**src/rtl/ram_arb_pkg.sv**
```systemverilog
// Shared definitions for the dual-requester RAM arbiter: FSM states and
// round-robin pointer reset value.
package ram_arb_pkg;

   typedef enum logic {
      ST_CLEAR = 1'b0,
      ST_RUN   = 1'b1
   } state_t;

   // Pointer value names the requester favoured on contention.
   localparam logic RR_PTR_RST = 1'b0;

endpackage

```
**src/rtl/ram_arb_rr_arb2.sv**
```systemverilog
// Two-way round-robin arbiter; grant is combinational, pointer is registered.
module rr_arb2
   import ram_arb_pkg::*;
(
   input  logic       clk,
   input  logic       rst,
   input  logic       en,
   input  logic [1:0] req,
   input  logic       hold,
   output logic [1:0] gnt
);

   logic ptr;

   always_comb begin
      gnt = '0;
      if (en) begin
         if (&req) gnt[ptr] = 1'b1;
         else      gnt      = req;
      end
   end

   // A withheld grant keeps favouring its winner so it is served next cycle.
   always_ff @(posedge clk) begin
      if (rst)       ptr <= RR_PTR_RST;
      else if (|gnt) ptr <= hold ? gnt[1] : ~gnt[1];
   end

endmodule

```
**src/rtl/ram_arb.sv**
```systemverilog
// Two requesters sharing one RAM through independent write/read round-robin
// arbiters, with an optional zero-fill sweep after reset.
module ram_arb
   import ram_arb_pkg::*;
#(
   parameter int ADDR_WIDTH = 10,
   parameter int DATA_WIDTH = 8,
   parameter int CLEAR_EN   = 1
) (
   input  logic                  clk,
   input  logic                  rst,
   input  logic                  req0_valid,
   input  logic                  req0_we,
   input  logic [ADDR_WIDTH-1:0] req0_addr,
   input  logic [DATA_WIDTH-1:0] req0_wdata,
   output logic                  req0_ready,
   input  logic                  req1_valid,
   input  logic                  req1_we,
   input  logic [ADDR_WIDTH-1:0] req1_addr,
   input  logic [DATA_WIDTH-1:0] req1_wdata,
   output logic                  req1_ready,
   output logic                  rsp0_valid,
   output logic [DATA_WIDTH-1:0] rsp0_rdata,
   output logic                  rsp1_valid,
   output logic [DATA_WIDTH-1:0] rsp1_rdata,
   output logic                  ram_wr_en,
   output logic [ADDR_WIDTH-1:0] ram_wr_addr,
   output logic [DATA_WIDTH-1:0] ram_wr_data,
   output logic [ADDR_WIDTH-1:0] ram_rd_addr,
   input  logic [DATA_WIDTH-1:0] ram_rd_data,
   output logic                  clear_busy
);

   localparam logic [ADDR_WIDTH-1:0] ADDR_ONE = {{(ADDR_WIDTH-1){1'b0}}, 1'b1};

   state_t                state;
   logic [ADDR_WIDTH-1:0] clr_addr;
   logic                  busy_q;
   logic                  rsp_vld;
   logic                  rsp_tag;

   logic                  run;
   logic [1:0]            wcand, rcand, wgnt, rgnt;
   logic [ADDR_WIDTH-1:0] wsel_addr, rsel_addr;
   logic [DATA_WIDTH-1:0] wsel_data;
   logic                  hazard, rd_acc;

   assign run   = (state == ST_RUN) && !rst;
   assign wcand = {req1_valid &  req1_we, req0_valid &  req0_we};
   assign rcand = {req1_valid & ~req1_we, req0_valid & ~req0_we};

   rr_arb2 u_wr_arb (
      .clk  (clk),
      .rst  (rst),
      .en   (run),
      .req  (wcand),
      .hold (1'b0),
      .gnt  (wgnt)
   );

   rr_arb2 u_rd_arb (
      .clk  (clk),
      .rst  (rst),
      .en   (run),
      .req  (rcand),
      .hold (hazard),
      .gnt  (rgnt)
   );

   always_comb begin
      wsel_addr = wgnt[1] ? req1_addr  : req0_addr;
      wsel_data = wgnt[1] ? req1_wdata : req0_wdata;
      rsel_addr = rgnt[1] ? req1_addr  : req0_addr;
      hazard    = (|wgnt) && (|rgnt) && (wsel_addr == rsel_addr);
      rd_acc    = (|rgnt) && !hazard;
      req0_ready  = wgnt[0] | (rgnt[0] & ~hazard);
      req1_ready  = wgnt[1] | (rgnt[1] & ~hazard);
      ram_rd_addr = rsel_addr;
      if (state == ST_CLEAR) begin
         ram_wr_en   = !rst;
         ram_wr_addr = clr_addr;
         ram_wr_data = '0;
      end else begin
         ram_wr_en   = |wgnt;
         ram_wr_addr = wsel_addr;
         ram_wr_data = wsel_data;
      end
   end

   assign rsp0_valid = rsp_vld & ~rsp_tag & ~rst;
   assign rsp1_valid = rsp_vld &  rsp_tag & ~rst;
   assign rsp0_rdata = ram_rd_data;
   assign rsp1_rdata = ram_rd_data;
   assign clear_busy = busy_q;

   always_ff @(posedge clk) begin
      if (rst) begin
         state    <= (CLEAR_EN != 0) ? ST_CLEAR : ST_RUN;
         busy_q   <= (CLEAR_EN != 0);
         clr_addr <= '0;
         rsp_vld  <= 1'b0;
         rsp_tag  <= 1'b0;
      end else begin
         rsp_vld <= rd_acc;
         rsp_tag <= rgnt[1];
         case (state)
            ST_CLEAR: begin
               // Hold at the last address so the sweep never wraps to 0.
               if (&clr_addr) begin
                  state  <= ST_RUN;
                  busy_q <= 1'b0;
               end else begin
                  clr_addr <= clr_addr + ADDR_ONE;
               end
            end
            default: ;
         endcase
      end
   end

endmodule

```
**config.mk**
```make
export PLATFORM = sky130hd
export DESIGN_NAME = ram_arb
export DESIGN_NICKNAME = d
export VERILOG_FILES = /design/src/rtl/ram_arb_pkg.sv /design/src/rtl/ram_arb_rr_arb2.sv /design/src/rtl/ram_arb.sv
export SDC_FILE = /design/constraint.sdc
export NUM_CORES = 1
export LEC_CHECK = 0
export CORE_MARGIN = 5
export CORE_UTILIZATION = 40
export DETAILED_ROUTE_END_ITERATION = 12
export PLACE_DENSITY = 0.84
export SETUP_SLACK_MARGIN = 0.02
export SYNTH_ARGS = -nofsm -noshare
export SYNTH_HDL_FRONTEND = slang
export SYNTH_SLANG_ARGS = --single-unit
```
**constraint.sdc**
```tcl
create_clock -name clk -period 7.16 [get_ports clk]
set_clock_uncertainty 0.1 [all_clocks]
set_input_delay 2.148 -clock clk [delete_from_list [all_inputs] [get_ports clk]]
set_output_delay 2.148 -clock clk [all_outputs]
set_load 0.05 [all_outputs]
```
==> results.toml <==
[global_route]
grt_pass1_wl_mm = 7.955
grt_use_total_pct = 18.85
grt_max_degree = 27
antenna_found_initial = 0
overflow = 0
grt_pass1_vias = 1705

[worst_setup_path]
crit_chain = "clkdlybuf4s50_1, nand2_2, o2111ai_1, a31oi_1, a2111oi_4, inv_1, ha_1, nand2b_1, buf_4"
worst_setup_path_end_kind = "primary output"
crit_type = "input pin to primary output"
slowest_delay_ps = 610
crit_fanout = 7
crit_required_ps = 4910
arrival_ps = 4330
critical_path.slowest_cell = "clkdlybuf4s50_1"
cp-start-kind = "input pin"

[timing]
fmax_mhz = 152.0
tightestPinTransition_ps = 809.3
slew_violations = 0
slew_headroom_pct = 45.97
setup_viol = 0
timing.final.crit_share_pct = 91.87
min_period_ps = 6578
hold_violations = 0
tns_ps = 0
rsz0062_at_grt = "no"

[clock_tree]
ctsLongestPathBuffers = 2
cts.root.buffer_cell = "clkbuf_8"
clock_latency_ps = 250
cts-resized-gates = 0
cts.sinks = 16
cts_buffers = 3
ctsHoldBuffers = 0
cts_setup_buffers = 0
cts_max_level = 1
clk_pin_slew_ps = 60
tritoncts = "done"

[layout]
nNetsFinal = 322
multi_input_area_sq_um = 1040
drive_above_1_share_pct = 20.45
antenna_cells = 0
fin_cells = 317
area_growth_pct = 55.72
n_fill_cell = 302
ff_latch_area_sq_um = 320.3
fin_area_sq_um = 2434

[floorplan]
pin_count = 100
initial_core_util_pct = 42.05
core_area_sq_um = 3716
dieArea_sq_um = 5257
die_y_um = 72.51
rows = 22
die_w_um = 72.51

[pwr]
switchingPower_w = 0.00007109
p_int_w = 0.0001787
seqPwrFrac_pct = 37.1
p_sw_share_pct = 28.46
combPwrFrac_pct = 31.6
clkPwrFrac_pct = 31.4
leakagePower_nw = 0.9338
ir_drop_v = 0.0001065
powerDensity_nw_per_um2 = 102.6

[place]
place_area_sq_um = 2379
port-buffer-count = 75
dp.cells = 313
dp_hpwl_mm = 3.851
place_congestion = 0.8150

[yosys]
synth_top_family_by_area = "simple AND/OR/NAND/NOR gates"
synth_mux_area_share_pct = 10.41
synthXorXnorAreaFrac_pct = 8.967
syn_inst = 214
ys_seq_area_share_pct = 20.50
synth_fa_ha_area_share_pct = 1.601
synth_top_area_share_pct = 20.50
ys_ff_latch = 16
synth_area_sq_um = 1563
synth.distinct_cells = 43
synth_simple_gate_area_share_pct = 27.70
ys_warn_count = 0
syn_avg_cell_area_sq_um = 7.303
synthesis.nets = 266
synth.top_cells.by_area = "dfxtp_1 (20%), nand2_1 (9.6%), buf_4 (8.6%)"
synth_compound_area_share_pct = 17.85
synth_area_leader_cell = "dfxtp_1"

[drt]
detail_route.iter0.violations = 70
wire_per_inst_um = 15.27
drt_wl_total_mm = 4.840
vias_per_cell = 5.290
detail-route-antenna-nets = 0
drt-pass1-iter-count = 4
drc = 0
vias = 1677

[run]
max-cap-violations = 0

[status]
status = "finished, final reports clean"

[hold_path]
hp-class = "flip-flop to flip-flop"
==> power by group through the flow <==
stage	Combinational (W)	Clock [W]	Sequential, W
floorplan	0.0000609	0	0.0000939
global placement	0.0000775	0	0.0000944
detailed placement	0.0000785	0	0.0000946
CTS	0.0000790	0.0000805	0.0000926
global route	0.0000834	0.0000871	0.0000928
finish	0.0000789	0.0000783	0.0000926
==> sequential cells by signal, summed over array words and instances (netlist names) <==
| register | count |
|---|---|
| clear_busy | 1 |
| rsp_tag | 1 |
| state | 1 |
| u_rd_arb.ptr | 1 |
| clr_addr | 10 |
| u_wr_arb.ptr | 1 |
| rsp_vld | 1 |
==> path summary, 6_finish.rpt <==
kind	startpoint	to	slack, ps	cells after the start
max	req0_we	req1_ready	580	9
min reg2reg	clear_busy	clear_busy	360	2
max reg2reg	state	u_rd_arb.ptr	4570	8
min	clear_busy	clear_busy	360	2
==> stage by stage <==
stage	worst slack [ps]	hold WS [ps]	total power, W	utilization, %
finish	582.2	363.1	0.0002498	65.49
global route	399.4	392.7	0.0002634	65.49
CTS	574.7	365.8	0.0002520	65.49
detailed placement	589.3	356.8	0.0001730	64.01
global placement	647.6	357.8	0.0001719	64.01
floorplan	1025	388.1	0.0001548	-
==> cell usage after synthesis (all sizes together) <==
| library cell | count |
|---|---|
| a2111oi | 1 |
| a21oi | 13 |
| a221oi | 1 |
| a22oi | 1 |
| a311o | 1 |
| a311oi | 1 |
| a31o | 1 |
| a31oi | 11 |
| and3 | 1 |
| and3b | 1 |
| and4 | 1 |
| buf | 25 |
| clkbuf | 3 |
| clkinv | 1 |
| dfxtp | 16 |
| ha | 2 |
| inv | 3 |
| mux2 | 10 |
| mux2i | 5 |
| nand2 | 41 |
| nand2b | 5 |
| nand3 | 5 |
| nand4 | 3 |
| nand4b | 1 |
| nand4bb | 1 |
| nor2 | 30 |
| nor2b | 2 |
| nor3 | 2 |
| nor3b | 2 |
| o2111a | 1 |
| o2111ai | 1 |
| o21a | 1 |
| o21ai | 2 |
| o21bai | 1 |
| o31ai | 1 |
| o32a | 1 |
| xnor2 | 10 |
| xor2 | 6 |
==> placed cells by master (no fill, tap or decap), types with 2 or more instances in the layout <==
cell type        instances
a21oi_1                 12
mux2i_1                  5
nor3_1                   2
nand2b_1                 5
inv_1                    3
a31oi_1                 11
ha_1                     2
nor3b_1                  2
dfxtp_1                 16
xnor2_1                 10
mux2_2                  10
nand4_1                  3
nand3_1                  5
o21ai_0                  2
buf_4                   15
buf_12                  19
clkbuf_8                 4
nor2_1                  30
clkdlybuf4s50_1         45
xor2_1                   6
nand2_1                 40
==> final cells by class <==
class | count | share of cell area [%]
clock buffer | 4 | 2.262
timing repair buffer | 79 | 38.77
sequential | 16 | 13.16
tap | 48 | 2.468
inverter | 4 | 0.6170
multi-input combinational | 166 | 42.73
==> logic make-up after synthesis <==
logic type	after synthesis
compound gates	38
mux	15
buf+inv	32
flops	16
simple gates	95
fa+ha+maj	2
xor+xnor	16
==> critical path, delay by kind of cell <==
family                     cells  cell delay (ps)
AOI/OAI and AO/OA              3              860
adders and majority gates      1              180
and+or+nand+nor                2              240
buffers and inverters          3              900
==> layer usage <==
metal | vias to the layer above | global-route usage, % | routed length [um]
li1 | 833 | - | -
met1 | 769 | 22.12 | 1974
met2 | 65 | 33.87 | 2464
met3 | 10 | 4.986 | 330
met4 | 0 | 4.713 | 71
met5 | - | 0 | 0
Note: power is estimated with default switching activity, not from simulation.
